### src/rtl/traffic_pkg.sv
// ============================================================================
// traffic_pkg : light-head encodings and FSM phase type for traffic_light_ctrl
// Revision    : 1.0
// ============================================================================
`default_nettype none

package traffic_pkg;

  typedef logic [1:0] light_t;

  localparam light_t RED    = 2'b00;
  localparam light_t YELLOW = 2'b01;
  localparam light_t GREEN  = 2'b10;

  typedef enum logic [2:0] {
    HWY_G  = 3'd0,
    HWY_Y  = 3'd1,
    RED_A  = 3'd2,
    SIDE_G = 3'd3,
    SIDE_Y = 3'd4,
    RED_B  = 3'd5
  } phase_t;

endpackage

`default_nettype wire

### src/rtl/phase_timer.sv
// ============================================================================
// phase_timer : saturating cycle counter, cleared on each phase change
// Revision    : 1.0
// ============================================================================
`default_nettype none

module phase_timer #(
  parameter int TIMER_W = 8
) (
  input  logic               clock,
  input  logic               reset,
  input  logic               clear,
  output logic [TIMER_W-1:0] count
);

  logic [TIMER_W-1:0] count_q;
  logic [TIMER_W-1:0] count_d;

  always_comb begin
    count_d = count_q;
    if (clear) begin
      count_d = '0;
    end else if (count_q != {TIMER_W{1'b1}}) begin
      count_d = count_q + 1'b1;
    end
  end

  always_ff @(posedge clock) begin
    if (!reset) begin
      count_q <= '0;
    end else begin
      count_q <= count_d;
    end
  end

  assign count = count_q;

endmodule

`default_nettype wire

### src/rtl/traffic_light_ctrl.sv
// ============================================================================
// traffic_light_ctrl : highway/side-road phase FSM with latched side request
// Revision           : 1.0
// ============================================================================
`default_nettype none

module traffic_light_ctrl
  import traffic_pkg::*;
#(
  parameter int HWY_MIN_GREEN = 8,
  parameter int YELLOW_TIME   = 3,
  parameter int ALL_RED_TIME  = 1,
  parameter int SIDE_GREEN    = 5,
  parameter int TIMER_W       = 8
) (
  input  logic       clock,
  input  logic       reset,
  input  logic       car_detect,
  output logic [1:0] hwy_light,
  output logic [1:0] side_light,
  output logic       side_req
);

  // Terminal counts: a phase of N cycles ends when the timer reaches N-1.
  localparam logic [TIMER_W-1:0] C_HWY_LAST = TIMER_W'(HWY_MIN_GREEN - 1);
  localparam logic [TIMER_W-1:0] C_YEL_LAST = TIMER_W'(YELLOW_TIME - 1);
  localparam logic [TIMER_W-1:0] C_RED_LAST = TIMER_W'(ALL_RED_TIME - 1);
  localparam logic [TIMER_W-1:0] C_SID_LAST = TIMER_W'(SIDE_GREEN - 1);

  phase_t             state_q;
  phase_t             state_d;
  logic               req_q;
  logic               req_d;
  logic [TIMER_W-1:0] timer;
  logic               timer_clear;

  phase_timer #(
    .TIMER_W (TIMER_W)
  ) u_timer (
    .clock (clock),
    .reset (reset),
    .clear (timer_clear),
    .count (timer)
  );

  always_comb begin
    state_d = state_q;
    unique case (state_q)
      HWY_G:   if ((timer >= C_HWY_LAST) && req_q) state_d = HWY_Y;
      HWY_Y:   if (timer >= C_YEL_LAST)            state_d = RED_A;
      RED_A:   if (timer >= C_RED_LAST)            state_d = SIDE_G;
      SIDE_G:  if (timer >= C_SID_LAST)            state_d = SIDE_Y;
      SIDE_Y:  if (timer >= C_YEL_LAST)            state_d = RED_B;
      RED_B:   if (timer >= C_RED_LAST)            state_d = HWY_G;
      default:                                     state_d = HWY_G;
    endcase
  end

  assign timer_clear = (state_d != state_q);

  // Ignoring the detector while the side road is served keeps a parked car
  // from re-requesting and starving the highway.
  always_comb begin
    req_d = req_q;
    if (car_detect && (state_q != SIDE_G) && (state_q != SIDE_Y)) begin
      req_d = 1'b1;
    end
    if ((state_d == SIDE_G) && (state_q != SIDE_G)) begin
      req_d = 1'b0;
    end
  end

  always_ff @(posedge clock) begin
    if (!reset) begin
      state_q <= HWY_G;
      req_q   <= 1'b0;
    end else begin
      state_q <= state_d;
      req_q   <= req_d;
    end
  end

  always_comb begin
    hwy_light  = RED;
    side_light = RED;
    unique case (state_q)
      HWY_G:   hwy_light  = GREEN;
      HWY_Y:   hwy_light  = YELLOW;
      SIDE_G:  side_light = GREEN;
      SIDE_Y:  side_light = YELLOW;
      default: begin
        hwy_light  = RED;
        side_light = RED;
      end
    endcase
  end

  assign side_req = req_q;

endmodule

`default_nettype wire
### config.mk
export PLATFORM = sky130hd
export DESIGN_NAME = traffic_light_ctrl
export DESIGN_NICKNAME = d
export VERILOG_FILES = /design/src/rtl/traffic_pkg.sv /design/src/rtl/phase_timer.sv /design/src/rtl/traffic_light_ctrl.sv
export SDC_FILE = /design/constraint.sdc
export NUM_CORES = 1
export LEC_CHECK = 0
export ABC_CLOCK_PERIOD_IN_PS = 3550
export CORE_UTILIZATION = 45
export CTS_BUF_LIST = sky130_fd_sc_hd__clkbuf_8
export CTS_CLUSTER_DIAMETER = 100
export CTS_CLUSTER_SIZE = 10
export DETAILED_ROUTE_END_ITERATION = 16
export PLACE_DENSITY_LB_ADDON = 0.12
export SLEW_MARGIN = 10
export SYNTH_ARGS = -nofsm -noshare
export SYNTH_HDL_FRONTEND = slang
export SYNTH_HIERARCHICAL = 1
export SYNTH_SLANG_ARGS = --single-unit
### constraint.sdc
create_clock -name clock -period 3.55 [get_ports clock]
set_input_delay 0.71 -clock clock [delete_from_list [all_inputs] [get_ports clock]]
set_output_delay 0.71 -clock clock [all_outputs]
set_load 0.005 [all_outputs]
==> impl_results.md <==
- Post-DP HPWL: about 1200 um
- Critical path arrival: 1.68 ns
- CTS H-tree lvls: 1
- WP buf/inv: 1
- Synth area leader: dfxtp_1
- Fin Hold WS: between 0.5 and 0.6 ns
- Register area share after synthesis: about a third
- CTS tree: built
- CTS Root Cell: clkbuf_8
- Syn_nets: 92
- I/O pins: 8
- Largest net degree at the start of global routing: 12
- Post-Synthesis Cell Area: just over 700 um2
- Gates resized, CTS repair: 0
- Synth Area in Simple Gates: 32.6%
- Routed WL per cell: 14.3 um
- Core Area: 1510 um2
- Adder-cell area share of the yosys netlist: 1.74%
- CP top delay family: buffers and inverters
- Mux share of post-synthesis cell area: 2.78%
- RR Startpoint: state_q[1]
- Top FF cell, synth: dfxtp_1
- Met2 Resource Use GR: between 20% and 30%
- Largest family of logic cells by synthesized area: simple AND/OR/NAND/NOR gates
- # DRC: 0
- Yosys top cell area share: 33.3%
- Initial antenna violation count: 0
- Routed Antenna Nets: 0
- CP Class: reg -> out
- Crit-path slowest cell: clkdlybuf4s50_1
- Yosys warns: 6
- Die width: 42.0 um
- CP Launch Type: register
- Cell Chain, Critical Path: nor2b_1 -> nor2b_1 -> clkdlybuf4s50_1
- Fin Setup TNS: 0 ns
- Area Growth Syn to Fin: 17.9%
- Gate Count Post-Synth: 88
- Leading post-synthesis cells by cell area: dfxtp_1, nor3_1, nand3_1
- Pleak: 0.306 nW
- Worst-path clk slew: about 0.050 ns
- Clock tree buffer depth: 2
- Routed wire length: 1610 um
- Power Dens Cells: 382 nW/um2
- I/O Buffers: 7
- Fmax: 418 MHz
- CP Launch Point: state_q[0]
- Hold depth: 2
- Ratio of cells with drive above 1 in the final layout: a little under an eighth
- Initial Utilization: 47.8%
- Worst Path Max Fanout: 9
- Worst-Skew Late Latency: 0.24 ns
- Via count: 688
- Min Tclk post-route: 2.39 ns
- CTS Hold Buffers Added: 0
- RSZ-0062 raised after global routing: no
- Layer with the highest usage: met2
- Slew headroom: 76.7%
- Hold_sp: side_req
- R2R Setup Slk: between 1.5 and 2 ns
- Slowest cell delay on critical path: ~0.51 ns
- Die Span Y: 42.0 um
- CP endpoint kind: primary output
- Syn Area/Cell: around 8.2 um2
- Synth Area in XOR/XNOR: 0%
- Asr flop ratio synth: 0%
- Diode count: 0
- Nets: a little over 100
- Final setup violating endpoints: 0
- Yosys reg bits: 12
- CP most frequent cell: nor2b_1
- Fin. Hold Viols: 0
- Overall Global Routing Usage: roughly a fifth
- Skew final: 0.000511 ns
- First-pass DRT Iterations: 4
- Crit path required time: about 2.8 ns
- Number of global-route vias before repair: about 600
- Via/cell ratio: 6.09
- Worst vdd ir: between 0.0002 and 0.00025 V
- Total clock sinks: 12
- Period utilization: 67.4%
- Critical Path Stages: 3
- Reg2Reg Depth: 7
- Slew Viols, Final: 0
- Global-route wire length before repair: 2610 um
- Worst-Margin Slew: 0.348 ns
- Global-route met3 utilization: 5.17%
- DRT iter0 DRCs: 19
- Die area: roughly 1800 um2
- Setup Fix Bufs, Post-CTS: 0
- Core Util, Final: 56.4%
- Status: complete, no violations
- TritonCTS buffer count: 3
- Compound-Gate Fraction of Synth Area: 24.7%
- # rows: 14
- Placer Congestion: 0.778
- EDFF count, synth: 0
- Library cells used by synthesis: 33
- Hold Path Class: reg -> reg
- Total grt overflow: 0
- Met1 Resource Use GR: 25.4%
- Max Cap Viol: 0
## cells in the final DEF, fill, tap and decap left out, types with 2 or more instances in the layout
cell             instances
a211oi_1                 3
a21oi_1                  5
a22oi_1                  2
a31oi_1                  2
and3_1                   2
clkbuf_8                 4
clkdlybuf4s50_1          7
dfxtp_1                 12
inv_1                    5
mux2i_1                  2
nand2_1                  7
nand2b_1                 2
nand3_1                  7
nor2_1                   3
nor2b_1                  4
nor3_1                   8
o21ai_0                  4
o21ai_1                  2
or3_4                    2
## registers in the layout (all words and copies together), names as in the netlist
register and flops:
side_req 1, state_q 3, u_timer/count 8
## routing by layer
layer  routed length (um)  vias to the layer above
met3                   50                        5
li1                     -                      350
met2                  726                       12
met1                  794                      321
met5                    0                        -
met4                   42                        0
## path summary, 6_finish.rpt
kind,end
worst max-delay path,hwy_light[0]
worst min-delay path,side_req
worst max register to register,u_timer/count[3]
worst min register to register,side_req
## tightest hold or removal path, cell delays in order (launching register included)
cell and delay [ns]:
dfxtp_1 0.35, nand2_1 0.07, a211oi_1 0.06
## through the flow
step / cell area, um2 / worst slack [ns] / instances / total power, mW
after floorplan: 721 / 1.90 / 88 / 0.165
after global placement: 795 / 1.49 / 109 / 0.174
after detailed placement: 795 / 1.45 / 109 / 0.175
after CTS: 850 / 1.17 / 113 / 0.328
after global routing: 850 / 1.03 / 113 / 0.338
final: 850 / 1.16 / 113 / 0.324
## power breakdown
| part | internal (mW) | switching, mW | total (mW) | leakage, nW |
|---|---|---|---|---|
| clock | 0.0982 | 0.0540 | 0.152 | 0.0288 |
| sequential | 0.139 | 0.00890 | 0.148 | 0.0976 |
| combinational | 0.0131 | 0.0108 | 0.0239 | 0.179 |
## synth_stat cells (2+ instances only)
cell type / number
o21ai_1: 2
nor2_1: 3
a211oi_1: 3
nand2_1: 7
and3_1: 2
dfxtp_1: 12
o21ai_0: 4
a21oi_1: 5
inv_1: 5
nor3_1: 8
nand3_1: 7
or3_4: 2
nor2b_1: 4
a22oi_1: 2
mux2i_1: 2
nand2b_1: 2
a31oi_1: 2
## kinds of logic (layout without fill, tap and decap cells)
kind of cell / Yosys count / after routing
buffers and inverters: 7 / 16
DFF: 12 / 12
muxes: 2 / 2
adders and majority gates: 1 / 1
AOI/OAI and AO/OA: 25 / 25
and+or+nand+nor: 41 / 41
## area by class of cell
| cell class | instances | area (um2) |
|---|---|---|
| Inverter | 5 | 18.8 |
| Fill cell | 135 | 657 |
| Timing Repair Buffer | 7 | 70.1 |
| Clock buffer | 4 | 55.1 |
| Tap cell | 16 | 20.0 |
| Multi-Input combinational cell | 69 | 445 |
| Sequential cell | 12 | 240 |
(Power assumes the default switching activity.)
